--- src/rtl/load_store_unit.sv ---
// load_store_unit
// Memory-access initiator for the multi-cycle CPU. Takes one load/store
// request at a time, drives a word-addressed big-endian data memory and
// returns the sign/zero-extended load result. Sub-word stores are done as a
// read-modify-write because the memory only writes whole words. Misaligned
// or out-of-range requests are rejected without touching memory.
//
// Ports:
//   clk      clock, rising edge
//   Reset    synchronous active-low reset
//   req      request strobe, sampled in IDLE only
//   op       000 LW, 001 LH, 010 LHU, 011 LB, 100 LBU, 101 SW, 110 SH, 111 SB
//   addr     byte address
//   wdata    store data (SH uses [15:0], SB uses [7:0])
//   busy     high whenever not IDLE
//   done     one-cycle completion pulse
//   err      valid with done; 1 = request rejected
//   rdata    last completed load result
//   DAddr    word-aligned memory address (0 in IDLE)
//   DataIn   memory write data (0 in IDLE)
//   mRD      memory read enable
//   mWR      memory write enable
//   DataOut  memory read data (combinational from DAddr/mRD)
module load_store_unit #(
    parameter int unsigned MEM_BYTES = 32'd121
) (
    input  logic        clk,
    input  logic        Reset,
    input  logic        req,
    input  logic [2:0]  op,
    input  logic [31:0] addr,
    input  logic [31:0] wdata,
    output logic        busy,
    output logic        done,
    output logic        err,
    output logic [31:0] rdata,
    output logic [31:0] DAddr,
    output logic [31:0] DataIn,
    output logic        mRD,
    output logic        mWR,
    input  logic [31:0] DataOut
);

    localparam logic [2:0] OP_LW  = 3'd0;
    localparam logic [2:0] OP_LH  = 3'd1;
    localparam logic [2:0] OP_LHU = 3'd2;
    localparam logic [2:0] OP_LB  = 3'd3;
    localparam logic [2:0] OP_LBU = 3'd4;
    localparam logic [2:0] OP_SW  = 3'd5;
    localparam logic [2:0] OP_SH  = 3'd6;
    localparam logic [2:0] OP_SB  = 3'd7;

    // One bit wider than the address so a word near 2^32 cannot wrap into range.
    localparam logic [32:0] LAST_BYTE = 33'(MEM_BYTES) - 33'd1;

    typedef enum logic [1:0] {
        ST_IDLE  = 2'd0,
        ST_READ  = 2'd1,
        ST_WRITE = 2'd2,
        ST_DONE  = 2'd3
    } state_t;

    function automatic logic is_store(input logic [2:0] f_op);
        is_store = (f_op == OP_SW) || (f_op == OP_SH) || (f_op == OP_SB);
    endfunction

    function automatic logic is_misaligned(input logic [2:0] f_op, input logic [1:0] f_lo);
        case (f_op)
            OP_LW, OP_SW:         is_misaligned = (f_lo != 2'b00);
            OP_LH, OP_LHU, OP_SH: is_misaligned = f_lo[0];
            default:              is_misaligned = 1'b0;
        endcase
    endfunction

    function automatic logic is_out_of_range(input logic [31:0] f_addr);
        logic [32:0] last_s;
        last_s = {1'b0, f_addr[31:2], 2'b00} + 33'd3;
        is_out_of_range = (last_s > LAST_BYTE);
    endfunction

    // Big-endian lane select followed by sign or zero extension.
    function automatic logic [31:0] load_extract(input logic [2:0] f_op, input logic [1:0] f_lo,
                                                 input logic [31:0] f_word);
        logic [7:0]  b_s;
        logic [15:0] h_s;
        case (f_lo)
            2'd0:    b_s = f_word[31:24];
            2'd1:    b_s = f_word[23:16];
            2'd2:    b_s = f_word[15:8];
            default: b_s = f_word[7:0];
        endcase
        h_s = f_lo[1] ? f_word[15:0] : f_word[31:16];
        case (f_op)
            OP_LH:   load_extract = {{16{h_s[15]}}, h_s};
            OP_LHU:  load_extract = {16'h0000, h_s};
            OP_LB:   load_extract = {{24{b_s[7]}}, b_s};
            OP_LBU:  load_extract = {24'h000000, b_s};
            default: load_extract = f_word;
        endcase
    endfunction

    // Replace the addressed big-endian lane(s); other lanes keep the read value.
    function automatic logic [31:0] store_merge(input logic [2:0] f_op, input logic [1:0] f_lo,
                                                input logic [31:0] f_word, input logic [15:0] f_wd);
        logic [31:0] m_s;
        m_s = f_word;
        case (f_op)
            OP_SH: begin
                if (f_lo[1]) m_s[15:0]  = f_wd;
                else         m_s[31:16] = f_wd;
            end
            OP_SB: begin
                case (f_lo)
                    2'd0:    m_s[31:24] = f_wd[7:0];
                    2'd1:    m_s[23:16] = f_wd[7:0];
                    2'd2:    m_s[15:8]  = f_wd[7:0];
                    default: m_s[7:0]   = f_wd[7:0];
                endcase
            end
            default: m_s = f_word;
        endcase
        store_merge = m_s;
    endfunction

    state_t      state_r;
    state_t      next_state_s;
    logic        reject_s;
    logic [2:0]  op_r;
    logic [1:0]  addr_lo_r;
    logic [15:0] wdata_lo_r;
    logic        busy_r, done_r, err_r, mrd_r, mwr_r;
    logic [31:0] rdata_r, daddr_r, data_in_r;

    assign reject_s = is_misaligned(op, addr[1:0]) | is_out_of_range(addr);

    // State register.
    always_ff @(posedge clk) begin
        if (!Reset) state_r <= ST_IDLE;
        else        state_r <= next_state_s;
    end

    // Next-state decode.
    always_comb begin
        next_state_s = state_r;
        case (state_r)
            ST_IDLE: begin
                if (!req)                next_state_s = ST_IDLE;
                else if (reject_s)       next_state_s = ST_DONE;
                else if (op == OP_SW)    next_state_s = ST_WRITE;
                else                     next_state_s = ST_READ;
            end
            ST_READ: begin
                if (is_store(op_r))      next_state_s = ST_WRITE;
                else                     next_state_s = ST_DONE;
            end
            ST_WRITE: next_state_s = ST_DONE;
            ST_DONE:  next_state_s = ST_IDLE;
            default:  next_state_s = ST_IDLE;
        endcase
    end

    // Control outputs registered from the next state so they line up with it.
    always_ff @(posedge clk) begin
        if (!Reset) begin
            busy_r <= 1'b0;
            done_r <= 1'b0;
            err_r  <= 1'b0;
            mrd_r  <= 1'b0;
            mwr_r  <= 1'b0;
        end else begin
            busy_r <= (next_state_s != ST_IDLE);
            done_r <= (next_state_s == ST_DONE);
            // A rejected request is the only path from IDLE straight to DONE.
            err_r  <= (state_r == ST_IDLE) && req && reject_s;
            mrd_r  <= (next_state_s == ST_READ);
            mwr_r  <= (next_state_s == ST_WRITE);
        end
    end

    // Request latch, memory address/data and load result.
    always_ff @(posedge clk) begin
        if (!Reset) begin
            op_r       <= 3'd0;
            addr_lo_r  <= 2'd0;
            wdata_lo_r <= 16'h0000;
            daddr_r    <= 32'h0000_0000;
            data_in_r  <= 32'h0000_0000;
            rdata_r    <= 32'h0000_0000;
        end else begin
            case (state_r)
                ST_IDLE: begin
                    if (req) begin
                        op_r       <= op;
                        addr_lo_r  <= addr[1:0];
                        wdata_lo_r <= wdata[15:0];
                        // Rejected requests leave the memory port at zero.
                        if (!reject_s) daddr_r <= {addr[31:2], 2'b00};
                        if (!reject_s && (op == OP_SW)) data_in_r <= wdata;
                    end
                end
                ST_READ: begin
                    if (is_store(op_r)) data_in_r <= store_merge(op_r, addr_lo_r, DataOut, wdata_lo_r);
                    else                rdata_r   <= load_extract(op_r, addr_lo_r, DataOut);
                end
                ST_WRITE: begin
                    data_in_r <= data_in_r;
                end
                ST_DONE: begin
                    daddr_r   <= 32'h0000_0000;
                    data_in_r <= 32'h0000_0000;
                end
                default: begin
                    daddr_r   <= 32'h0000_0000;
                    data_in_r <= 32'h0000_0000;
                end
            endcase
        end
    end

    assign busy   = busy_r;
    assign done   = done_r;
    assign err    = err_r;
    assign mRD    = mrd_r;
    assign mWR    = mwr_r;
    assign rdata  = rdata_r;
    assign DAddr  = daddr_r;
    assign DataIn = data_in_r;

endmodule

--- config.mk ---
export PLATFORM = sky130hd
export DESIGN_NAME = load_store_unit
export DESIGN_NICKNAME = d
export VERILOG_FILES = /design/src/rtl/load_store_unit.sv
export SDC_FILE = /design/constraint.sdc
export NUM_CORES = 1
export LEC_CHECK = 0
export CAP_MARGIN = 20
export CELL_PAD_IN_SITES_DETAIL_PLACEMENT = 0
export CELL_PAD_IN_SITES_GLOBAL_PLACEMENT = 2
export CORE_ASPECT_RATIO = 0.9
export CORE_MARGIN = 2
export CORE_UTILIZATION = 26
export CTS_BUF_LIST = sky130_fd_sc_hd__clkbuf_8
export DETAILED_ROUTE_END_ITERATION = 8
export GPL_ROUTABILITY_DRIVEN = 0
export PLACE_DENSITY_LB_ADDON = 0.05
export SYNTH_ARGS = -nofsm -noshare
export SYNTH_HDL_FRONTEND = slang
export SYNTH_SLANG_ARGS = --single-unit
--- constraint.sdc ---
create_clock -name clk -period 2.5 [get_ports clk]
set_input_delay 0.75 -clock clk [delete_from_list [all_inputs] [get_ports clk]]
set_output_delay 0.75 -clock clk [all_outputs]
set_load 0.1 [all_outputs]
==> results.json <==
{
  "coreArea_um2": 22400,
  "final_util": 0.384,
  "dp.cells": 1209,
  "required_ns": 2.88,
  "ys.flop_type": "dfxtp_1",
  "vdd_drop_max_uv": 460,
  "p_sw_uw": 3930,
  "power_density_nw_per_um2": 938,
  "firstDrtPassIters": 6,
  "skew_ns": 0.0109,
  "status": "finished, final reports clean",
  "crit_path_end": "DataIn[10]$_SDFFE_PN0P_",
  "power_frac_comb": 0.484,
  "clock_path_buffers": 2,
  "r2r_slack_ns": 0.28,
  "total_power_uw": 8080,
  "drt-met1-wl_mm": 10.6,
  "p_clk_frac": 0.219,
  "n_antenna_cell": 0,
  "setup_ws_ns": 0.160,
  "ant_nets": 0,
  "wl_met2_mm": 10.4,
  "arrival_ns": 2.72,
  "syn_area_per_cell_um2": 8.22,
  "numCtsBuffers": 17,
  "synth-seq-cells": 122,
  "first_global_vias": 6157,
  "dr.max_layer_used": "met4",
  "nets": 1038,
  "power.internal_uw": 4150,
  "clock_sinks": 122,
  "min_path_type": "register to register",
  "grt_antenna_before_repair": 0,
  "critical_path_class": "input port to register",
  "synth-async-reset-ratio": 0,
  "hold_viol_final": 0,
  "wl_met3_mm": 1.49,
  "drive_above_1_share": 0.211,
  "htree_levels": 4,
  "via_per_inst": 4.86,
  "drc": 0,
  "r2r-end": "rdata[9]$_SDFFE_PN0P_",
  "routedWlPerCell_um": 18.5,
  "grt_pass1_wl_mm": 35.3,
  "finalMaxSlewViolations": 0,
  "setup_violations": 0,
  "ios": 203,
  "grt_max_degree": 123,
  "power_switching_share": 0.486,
  "reg2reg_from": "state_r[1]$_SDFF_PN0_",
  "max_freq_mhz": 427,
  "tightest_slew_ns": 0.593,
  "wirelength_mm": 23.0,
  "synth_edf_count": 0,
  "synthCells": 720,
  "power_leakage_uw": 0.00370,
  "final.fill_count": 2340,
  "seqPwrFrac": 0.297,
  "area_growth_pct": 45.6,
  "fin_cells": 1242,
  "grt_use_total": 0.192,
  "finalCritPeriodShare": 0.936,
  "post-cts-setup-buffers": 0,
  "synth-seq-area-share": 0.413,
  "ys_types": 47,
  "clk_pin_slew_worst_paths_ns": 0.09,
  "cts_root_buf": "clkbuf_8",
  "die_width_um": 163,
  "place_ws_ns": -0.745,
  "io_buffers": 200,
  "path_max_fanout": 16,
  "cp-end-kind": "register",
  "placementRows": 52,
  "grt-ovfl-total": 0,
  "synth_area_um2": 5920,
  "min_period_ns": 2.34,
  "fin_hold_ws_ns": 0.462,
  "dpl.hpwl_mm": 17.2,
  "num_vias": 6041,
  "dr.first_iter.drc_count": 409,
  "cp-start-kind": "input port",
  "r2r_cells": 8,
  "die_y_um": 147,
  "tritoncts": "built",
  "clk_latency_ns": 0.45,
  "start_util": 0.264,
  "holdBufCountCts": 0,
  "relSlewSlack": 0.605,
  "rsz0062_at_grt": "no",
  "startpoint": "op[1]",
  "ys_warn_count": 0,
  "cap_violations": 0,
  "die_area_um2": 24000
}
worst max-delay path, stage by stage:
cell and delay (ns):
clkdlybuf4s50_1 0.46, nand2b_1 0.19, a221oi_2 0.34, buf_4 0.18, nor3_2 0.06, a41oi_4 0.27, clkbuf_16 0.28, mux2i_1 0.19
timing repair:
item | in CTS | in global routing
gates resized for setup | 1 | 1
gates cloned | 0 | 1
setup endpoints to repair | 25 | 26
pin swaps | 0 | 1
metal layers:
metal / track usage / up-vias
met5: 0 / -
met4: 0.0637 / 0
met3: 0.0503 / 21
met2: 0.301 / 206
met1: 0.257 / 2874
li1: - / 2940
placed cells by master (no fill, tap or decap), types with 22 or more instances in the layout:
master,count
a21boi_0,23
a21oi_1,34
and2_1,31
buf_4,146
clkdlybuf4s50_1,100
dfxtp_1,122
mux2i_1,40
nand2_1,162
o211ai_1,22
o21ai_0,39
flip-flops by register name, summed over array words and instances, names as in the netlist:
| name | flops |
|---|---|
| op_r | 3 |
| mRD | 1 |
| busy | 1 |
| wdata_lo_r | 16 |
| DAddr | 30 |
| done | 1 |
| mWR | 1 |
| state_r | 2 |
| rdata | 32 |
| err | 1 |
| DataIn | 32 |
| addr_lo_r | 2 |
how the worst min path moves through the flow:
stage                                       end                        start  cells past startpoint
floorplan           wdata_lo_r[10]$_SDFFE_PN0P_  wdata_lo_r[10]$_SDFFE_PN0P_                      2
global placement         DAddr[10]$_SDFFE_PN0P_       DAddr[10]$_SDFFE_PN0P_                      1
detailed placement       DAddr[16]$_SDFFE_PN0P_       DAddr[16]$_SDFFE_PN0P_                      1
CTS                 wdata_lo_r[15]$_SDFFE_PN0P_  wdata_lo_r[15]$_SDFFE_PN0P_                      2
global route             DAddr[12]$_SDFFE_PN0P_       DAddr[12]$_SDFFE_PN0P_                      1
finish                  DataIn[27]$_SDFFE_PN0P_      DataIn[27]$_SDFFE_PN0P_                      2
Yosys cell counts, drive strengths merged, types with 13 or more instances:
master  number  share of area
a21boi      24          0.030
a21oi       35          0.030
and2        34          0.036
buf         19          0.021
clkbuf      41          0.026
dfxtp      122           0.41
inv         14         0.0089
mux2i       40          0.068
nand2      162           0.10
nand2b      13          0.014
nand4       13          0.014
nor2        21          0.013
o211ai      22          0.028
o21ai       41          0.035
o22ai       14          0.015
layout make-up:
cell class / instances / area (um2) / area share
Inverter: 14 / 52.6 / 0.00610
Clock inverter: 14 / 138 / 0.0160
Tap cell: 297 / 372 / 0.0431
Multi-Input combinational cell: 525 / 3160 / 0.367
Timing Repair Buffer: 252 / 2210 / 0.256
Sequential cell: 122 / 2440 / 0.283
Clock buffer: 18 / 248 / 0.0287
cells by family after synthesis:
logic type | Yosys count | synth area share
compound gates | 183 | 0.210
xor+xnor | 1 | 0.00148
fa+ha+maj | 4 | 0.00845
buf+inv | 74 | 0.0560
flops | 122 | 0.413
mux | 49 | 0.0866
other cells | 1 | 0.000633
simple gates | 286 | 0.224
metrics by stage:
| stage | setup TNS, ns | instance area (um2) |
|---|---|---|
| global placement | -24.89 | 8200 |
| global route | 0 | 8620 |
| CTS | 0 | 8590 |
| finish | 0 | 8620 |
| floorplan | 0 | 5920 |
| detailed placement | -29.80 | 8200 |
power by group through the flow:
stage               clock network [uW]  registers, uW  logic [uW]
floorplan                            0           4100        1140
global placement                     0           2440        3880
detailed placement                   0           2450        3890
CTS                               1820           2410        3900
global route                      1910           2440        4130
finish                            1770           2400        3910
(Power assumes the default switching activity.)
